$ cat src/rtl/mem_req_ctrl.sv
// rtl/mem_req_ctrl.sv - valid/ready request/response front-end for a single-port synchronous RAM
module mem_req_ctrl #(
    parameter int ADDR_WIDTH = 8,
    parameter int DATA_WIDTH = 8
) (
    input  logic                  i_w_clk,
    input  logic                  i_w_rst,
    input  logic                  i_w_req_valid,
    output logic                  o_w_req_ready,
    input  logic                  i_w_req_we,
    input  logic [ADDR_WIDTH-1:0] i_w_req_addr,
    input  logic [DATA_WIDTH-1:0] i_w_req_wdata,
    output logic                  o_w_rsp_valid,
    input  logic                  i_w_rsp_ready,
    output logic [DATA_WIDTH-1:0] o_w_rsp_rdata,
    output logic                  o_w_mem_cs,
    output logic                  o_w_mem_we,
    output logic [ADDR_WIDTH-1:0] o_w_mem_addr,
    output logic [DATA_WIDTH-1:0] o_w_mem_wdata,
    input  logic [DATA_WIDTH-1:0] i_w_mem_rdata
);

    // pend_q: a read strobe was issued last cycle, so i_w_mem_rdata carries its data now
    logic                  pend_q, pend_d;
    logic [1:0]            cnt_q, cnt_d;
    logic                  wr_ptr_q, wr_ptr_d;
    logic                  rd_ptr_q, rd_ptr_d;
    logic [DATA_WIDTH-1:0] fifo_q [2];

    logic [1:0] occupancy;
    logic       fifo_empty;
    logic       push;
    logic       pop;

    // Credit check: accept only when every in-flight read already has a buffer slot
    always_comb begin
        fifo_empty    = (cnt_q == 2'd0);
        occupancy     = cnt_q + {1'b0, pend_q};
        o_w_req_ready = !i_w_rst && (occupancy < 2'd2);
        o_w_mem_cs    = i_w_req_valid && o_w_req_ready;
        o_w_mem_we    = i_w_req_we;
        o_w_mem_addr  = i_w_req_addr;
        o_w_mem_wdata = i_w_req_wdata;
    end

    // Response side: FIFO head has priority, otherwise bypass the RAM output directly
    always_comb begin
        o_w_rsp_valid = !fifo_empty || pend_q;
        o_w_rsp_rdata = fifo_empty ? i_w_mem_rdata : fifo_q[rd_ptr_q];
        push          = pend_q && !(fifo_empty && i_w_rsp_ready);
        pop           = !fifo_empty && i_w_rsp_ready;
    end

    // Next-state for pipeline flag, count and pointers
    always_comb begin
        pend_d   = o_w_mem_cs && !i_w_req_we;
        cnt_d    = cnt_q + {1'b0, push} - {1'b0, pop};
        wr_ptr_d = wr_ptr_q ^ push;
        rd_ptr_d = rd_ptr_q ^ pop;
    end

    // Control state; reset discards in-flight and buffered reads
    always_ff @(posedge i_w_clk or posedge i_w_rst) begin
        if (i_w_rst) begin
            pend_q   <= 1'b0;
            cnt_q    <= 2'd0;
            wr_ptr_q <= 1'b0;
            rd_ptr_q <= 1'b0;
        end else begin
            pend_q   <= pend_d;
            cnt_q    <= cnt_d;
            wr_ptr_q <= wr_ptr_d;
            rd_ptr_q <= rd_ptr_d;
        end
    end

    // Data storage needs no reset; validity is tracked by cnt_q
    always_ff @(posedge i_w_clk) begin
        if (push) begin
            fifo_q[wr_ptr_q] <= i_w_mem_rdata;
        end
    end

endmodule

$ cat config.mk
export PLATFORM = sky130hd
export DESIGN_NAME = mem_req_ctrl
export DESIGN_NICKNAME = d
export VERILOG_FILES = /design/src/rtl/mem_req_ctrl.sv
export SDC_FILE = /design/constraint.sdc
export NUM_CORES = 1
export LEC_CHECK = 0
export CAP_MARGIN = 10
export CORE_MARGIN = 2
export CORE_UTILIZATION = 35
export DETAILED_ROUTE_END_ITERATION = 6
export GPL_ROUTABILITY_DRIVEN = 0
export HOLD_SLACK_MARGIN = 0.12
export PLACE_DENSITY = 0.76
export SYNTH_ARGS = -nofsm -noshare
export SYNTH_HDL_FRONTEND = slang
export SYNTH_SLANG_ARGS = --single-unit
$ cat constraint.sdc
create_clock -name i_w_clk -period 1.3 [get_ports i_w_clk]
set_input_delay 0.26 -clock i_w_clk [delete_from_list [all_inputs] [get_ports i_w_clk]]
set_output_delay 0.26 -clock i_w_clk [all_outputs]
set_load 0.02 [all_outputs]
; Word level (Yosys, flattened, before mapping)
; Memory sizes are Yosys's and may differ from the RTL's.
; Cells that the tools add are included.
[totals]
regBits = 5
ramBits = 16
inputBits = 29
output_inout_bits = 28
wordCells = 26
memories = 1
[mem_list]
columns = memory, depth, width, rd, rd_clocked_by_memory_dff, wr, line
row1 = fifo_q, 2, 8, 1, 0, 1, 28  ; logic [DATA_WIDTH-1:0] fifo_q [2];
[classes]
add_sub_neg = 3
order_cmp = 1
muxes = 3
bitwise_logic = 2
n_reduce_logical = 12
[ops]
columns = op, n
row1 = 8-bit two-way mux, 1
row2 = 1-bit logical AND, 6
row3 = 2-bit by 1-bit adder with 2-bit output, 2
row4 = 1-bit logical NOT, 4
row5 = 2-bit logical NOT, 1
row6 = "2-bit < comparator, second input constant", 1
row7 = 1-bit two-way mux, 2
row8 = 2-bit by 1-bit subtractor with 2-bit output, 1
row9 = 1-bit bitwise XOR, 2
row10 = 1-bit logical OR, 1

; Longest topological paths before layout
[logic_depth]
depth_word = 6
ltp_mapped = 4
mapped_depth_nobuf = 4

; Worst setup path before layout
; No wires, ideal clock.
[synth_path]
path_kind = register to output
from = reg rd_ptr_q
to = out o_w_rsp_rdata[0]
arrival_ns = 1.174
t_required_ns = 1.040
path_slack_ns = -0.134
stages_incl_launch_ff = 4
n_path_buf = 1
cell_sequence = dfrtp_1 -> clkbuf_2 -> mux2i_1 -> o21ai_0
[synth_between]
elab_chain_len = 2
[synth_lines]
columns = item, line
row1 = from (decl), 27  ; logic rd_ptr_q, rd_ptr_d;
row2 = from (signal assigned), 73  ; rd_ptr_q <= rd_ptr_d;
row3 = memory 2 x 8 bit, --
row4 = 8-bit two-way mux, 49  ; o_w_rsp_rdata = fifo_empty ? i_w_mem_rdata : fifo_q[rd_ptr_q];
row5 = to (decl), 15  ; output logic [DATA_WIDTH-1:0] o_w_rsp_rdata,
; Every way passes these cells.

; Worst setup path in the final report
[layout_path]
from = reg cnt_q[1]
to = out o_w_mem_cs
[layout_between]
elab_chain_len = 4
[layout_lines]
columns = item, line
row1 = from (decl), 25  ; logic [1:0] cnt_q, cnt_d;
row2 = from (signal assigned), 71  ; cnt_q <= cnt_d;
row3 = 2-bit by 1-bit adder with 2-bit output, 38  ; occupancy = cnt_q + {1'b0, pend_q};
row4 = 2-bit < comparator, 39  ; o_w_req_ready = !i_w_rst && (occupancy < 2'd2);
row5 = 1-bit logical AND, 39
row6 = 1-bit logical AND, 40  ; o_w_mem_cs = i_w_req_valid && o_w_req_ready;
row7 = to (decl), 16  ; output logic o_w_mem_cs,
; Every way passes these cells.

==> reports/qor.yml <==
critical_path:
  worstPathArrival_ps: 1350
  critPathKind: "flop to output port"
  critical_path.endpoint_type: "output port"
  worst_setup_path_start_kind: "flop"
  timing.critical_path.mode_cell: "sky130_fd_sc_hd__buf_6"
  reg2reg_to: "fifo_q[0][2]"
  chain_of_cells_forming_the_critical_path: "buf_6 -> xor2_2 -> and3_1 -> buf_6"
  r2r.worst_path.cells: 6
  critical_path_peak_fanout: 4
  reg2reg_setup_slack_ps: -220
  r2r-start: "cnt_q[0]"
  critPathRequiredTime_ps: 1040
  timing.critical_path.slowest_stage_cell: "sky130_fd_sc_hd__dfrtp_2"
  cp_slowest_stage_delay_ps: 460
timing:
  min_period_ps: 1608
  rsz_0062_raised_after_global_routing: "yes"
  fin_worst_hold_slack_ps: 278.3
  worst_slew_pin_slew_ps: 183.1
  slew_violations: 0
  finalSetupViolCount: 28
  fmax_mhz: 622.0
  final-hold-violation-count: 0
  finalCritPeriodShare: 1.237
  final_critical_path_setup_slack_ps: -307.7
  final.setup.tns_ps: -6249
  worst_slew_margin_rel: 0.8744
  clock_skew_ps: 1.684
yosys:
  combinational_family_with_the_most_area_after_synthesis: "buffers and inverters"
  synthesis.nets: 118
  synthesis.area_per_instance_um2: 12.30
  compound_gate_fraction_of_synth_area: 0.06082
  post_synthesis_sequential_element_count: 21
  synth_simple_gate_area_share: 0.1053
  total_number_of_yosys_warnings: 0
  synth_cells: 87
  netlist_area_um2: 1070
  post_synth_num_cell_types: 23
  post_synth_fa_ha_maj_area_fraction: 0.02339
  post_synth_mux_area_share: 0.07485
  synth_sequential_area_ratio: 0.5661
  synth_xor_area_frac: 0.02456
drt:
  vias: 732
  remaining_drc_errors: 0
  initialDrtViolationCount: 12
  detail_route.first_pass.iterations: 4
  post_drt_via_cell_ratio: 4.816
  final_antenna_net_count: 0
  routedWlPerCell_um: 12.63
  wl_mm: 1.919
floorplan:
  die_area_um2: 3515
  rows: 20
  floorplan.die.height_um: 59.29
  placeableCoreArea_um2: 2978
  ios: 57
  starting_density_of_the_core: 0.3592
  die_x_um: 59.29
power:
  vdd_ir_drop_max_v: 0.0009525
  power.leakage_nw: 0.6216
  powerDensity_nw_per_um2: 1945
  switchingPower_mw: 1.066
  combinational_share_of_power: 0.581
  clock_power_share: 0.105
  power_frac_seq: 0.314
  post-layout-total-power_mw: 2.903
  switching_share: 0.3673
  power_report.internal_total_mw: 1.837
placed_design:
  post-place-cells: 144
  post_dp_cell_area_um2: 1355
  dp_hpwl_mm: 1.400
  port_buffers: 24
  pre_cts_setup_slack_ps: -484.3
final_layout:
  drive_above_1_share: 0.4790
  fin_area_um2: 1493
  antenna_cells_inserted: 0
  layout_filler_cell_count: 269
  layout.nets: 151
  mostFrequentLayoutCells: "19 x sky130_fd_sc_hd__buf_4, 16 x sky130_fd_sc_hd__edfxtp_1, 14 x sky130_fd_sc_hd__buf_6"
  syn_to_final_growth_pct: 39.53
  final_core_util: 0.5013
  layout.cells.most_common: "sky130_fd_sc_hd__buf_4"
  layout.cells.non_filler: 152
cts:
  clock_path_buffers: 2
  cts_hold_buf: 0
  cts_htree_levels: 1
  clk_root_buffer_cell: "sky130_fd_sc_hd__clkbuf_4"
  clock_tree_from_tritoncts: "done"
  clk_latency_ps: 290
  cts_buffers: 3
  clock-sinks: 21
  path_clk_slew_ps: 110
worst_hold_path:
  timing.hold.worst.class: "primary input to async pin"
run_status:
  run_status: "complete, but fails checks"
  failed_checks: "negative setup slack"
grt:
  number_of_antenna_violations_at_the_first_check_in_global_routing: 0
  grt_pass1_wl_mm: 3.174
  remaining_global_route_overflow: 0
  grt_max_degree: 12
  grt_pass1_vias: 753
  grtUsageTotal: 0.1186
flow_run:
  drv.max_cap_violation_count: 0
[metal layers]
layer | GRT usage | up-vias | wire (um)
li1 | - | 350 | -
met1 | 0.1439 | 350 | 778
met2 | 0.1962 | 26 | 987
met3 | 0.03057 | 6 | 126
met4 | 0.05519 | 0 | 27
met5 | 0 | - | 0
[state kept, by name, indices dropped and copies added (netlist names)]
signal    flops
fifo_q       16
wr_ptr_q      1
pend_q        1
cnt_q         2
rd_ptr_q      1
[worst max-delay path by stage]
stage | slack (ps) | depth (start not counted) | startpoint | to
2_1_floorplan | -6 | 4 | cnt_q[1] | o_w_rsp_rdata[0]
5_1_grt | -390 | 5 | cnt_q[0] | o_w_rsp_rdata[3]
3_3_place_gp | -480 | 4 | cnt_q[0] | o_w_mem_cs
6_report | -310 | 4 | cnt_q[1] | o_w_mem_cs
3_5_place_dp | -480 | 4 | cnt_q[0] | o_w_mem_cs
4_1_cts | -320 | 4 | cnt_q[1] | o_w_mem_cs
[cell type report]
cell class	instances	area [um^2]	share of cell area
multi-input cells	44	359.1	0.2406
clock buffers	4	26.28	0.01760
repair buffers	47	446.7	0.2992
inverters	3	11.26	0.007544
well taps	33	41.29	0.02766
flip-flops and latches	21	608.1	0.4074
[timing repair]
item / 4_1_cts / 5_1_grt
pin swaps: 5 / 8
cloned: 0 / 0
gates resized for setup: 67 / 24
setup buffers: 3 / 1
setup endpoints to repair: 28 / 29
[cell usage after synthesis (all sizes together)]
library cell	n	area (um^2)
or2	1	6.260
clkbuf	1	5.000
a21boi	1	11.26
nand2	10	37.54
xnor2	2	17.52
or3	1	6.260
inv	3	11.26
edfxtp	16	480.5
and2	2	12.51
dfrtp	5	125.1
buf	18	138.9
xor2	1	8.760
a21oi	1	5.000
and4bb	2	25.02
ha	2	25.02
and3	1	6.260
mux2i	8	80.08
nor2	1	6.260
o21ai	9	48.79
nand2b	2	12.51
[power groups by stage]
| stage | sequential, mW | clock, mW | combinational, mW |
|---|---|---|---|
| 2_1_floorplan | 0.902 | 0 | 0.886 |
| 3_3_place_gp | 0.914 | 0 | 1.40 |
| 3_5_place_dp | 0.920 | 0 | 1.41 |
| 4_1_cts | 0.905 | 0.318 | 1.48 |
| 5_1_grt | 0.924 | 0.357 | 1.83 |
| 6_report | 0.911 | 0.304 | 1.69 |
[critical path, delay by kind of cell (launching register included)]
family        cells  cell delay [ps]
flops             1              460
buf+inv           2              250
simple gates      1              190
xor+xnor          1              150
[cell families after synthesis]
family / after synthesis
muxes: 8
adders and majority gates: 2
xor gates and xnor gates: 3
DFF: 21
and+or+nand+nor: 20
AOI/OAI and AO/OA: 11
buffers and inverters: 22
Power figures use the tool's default switching activity.
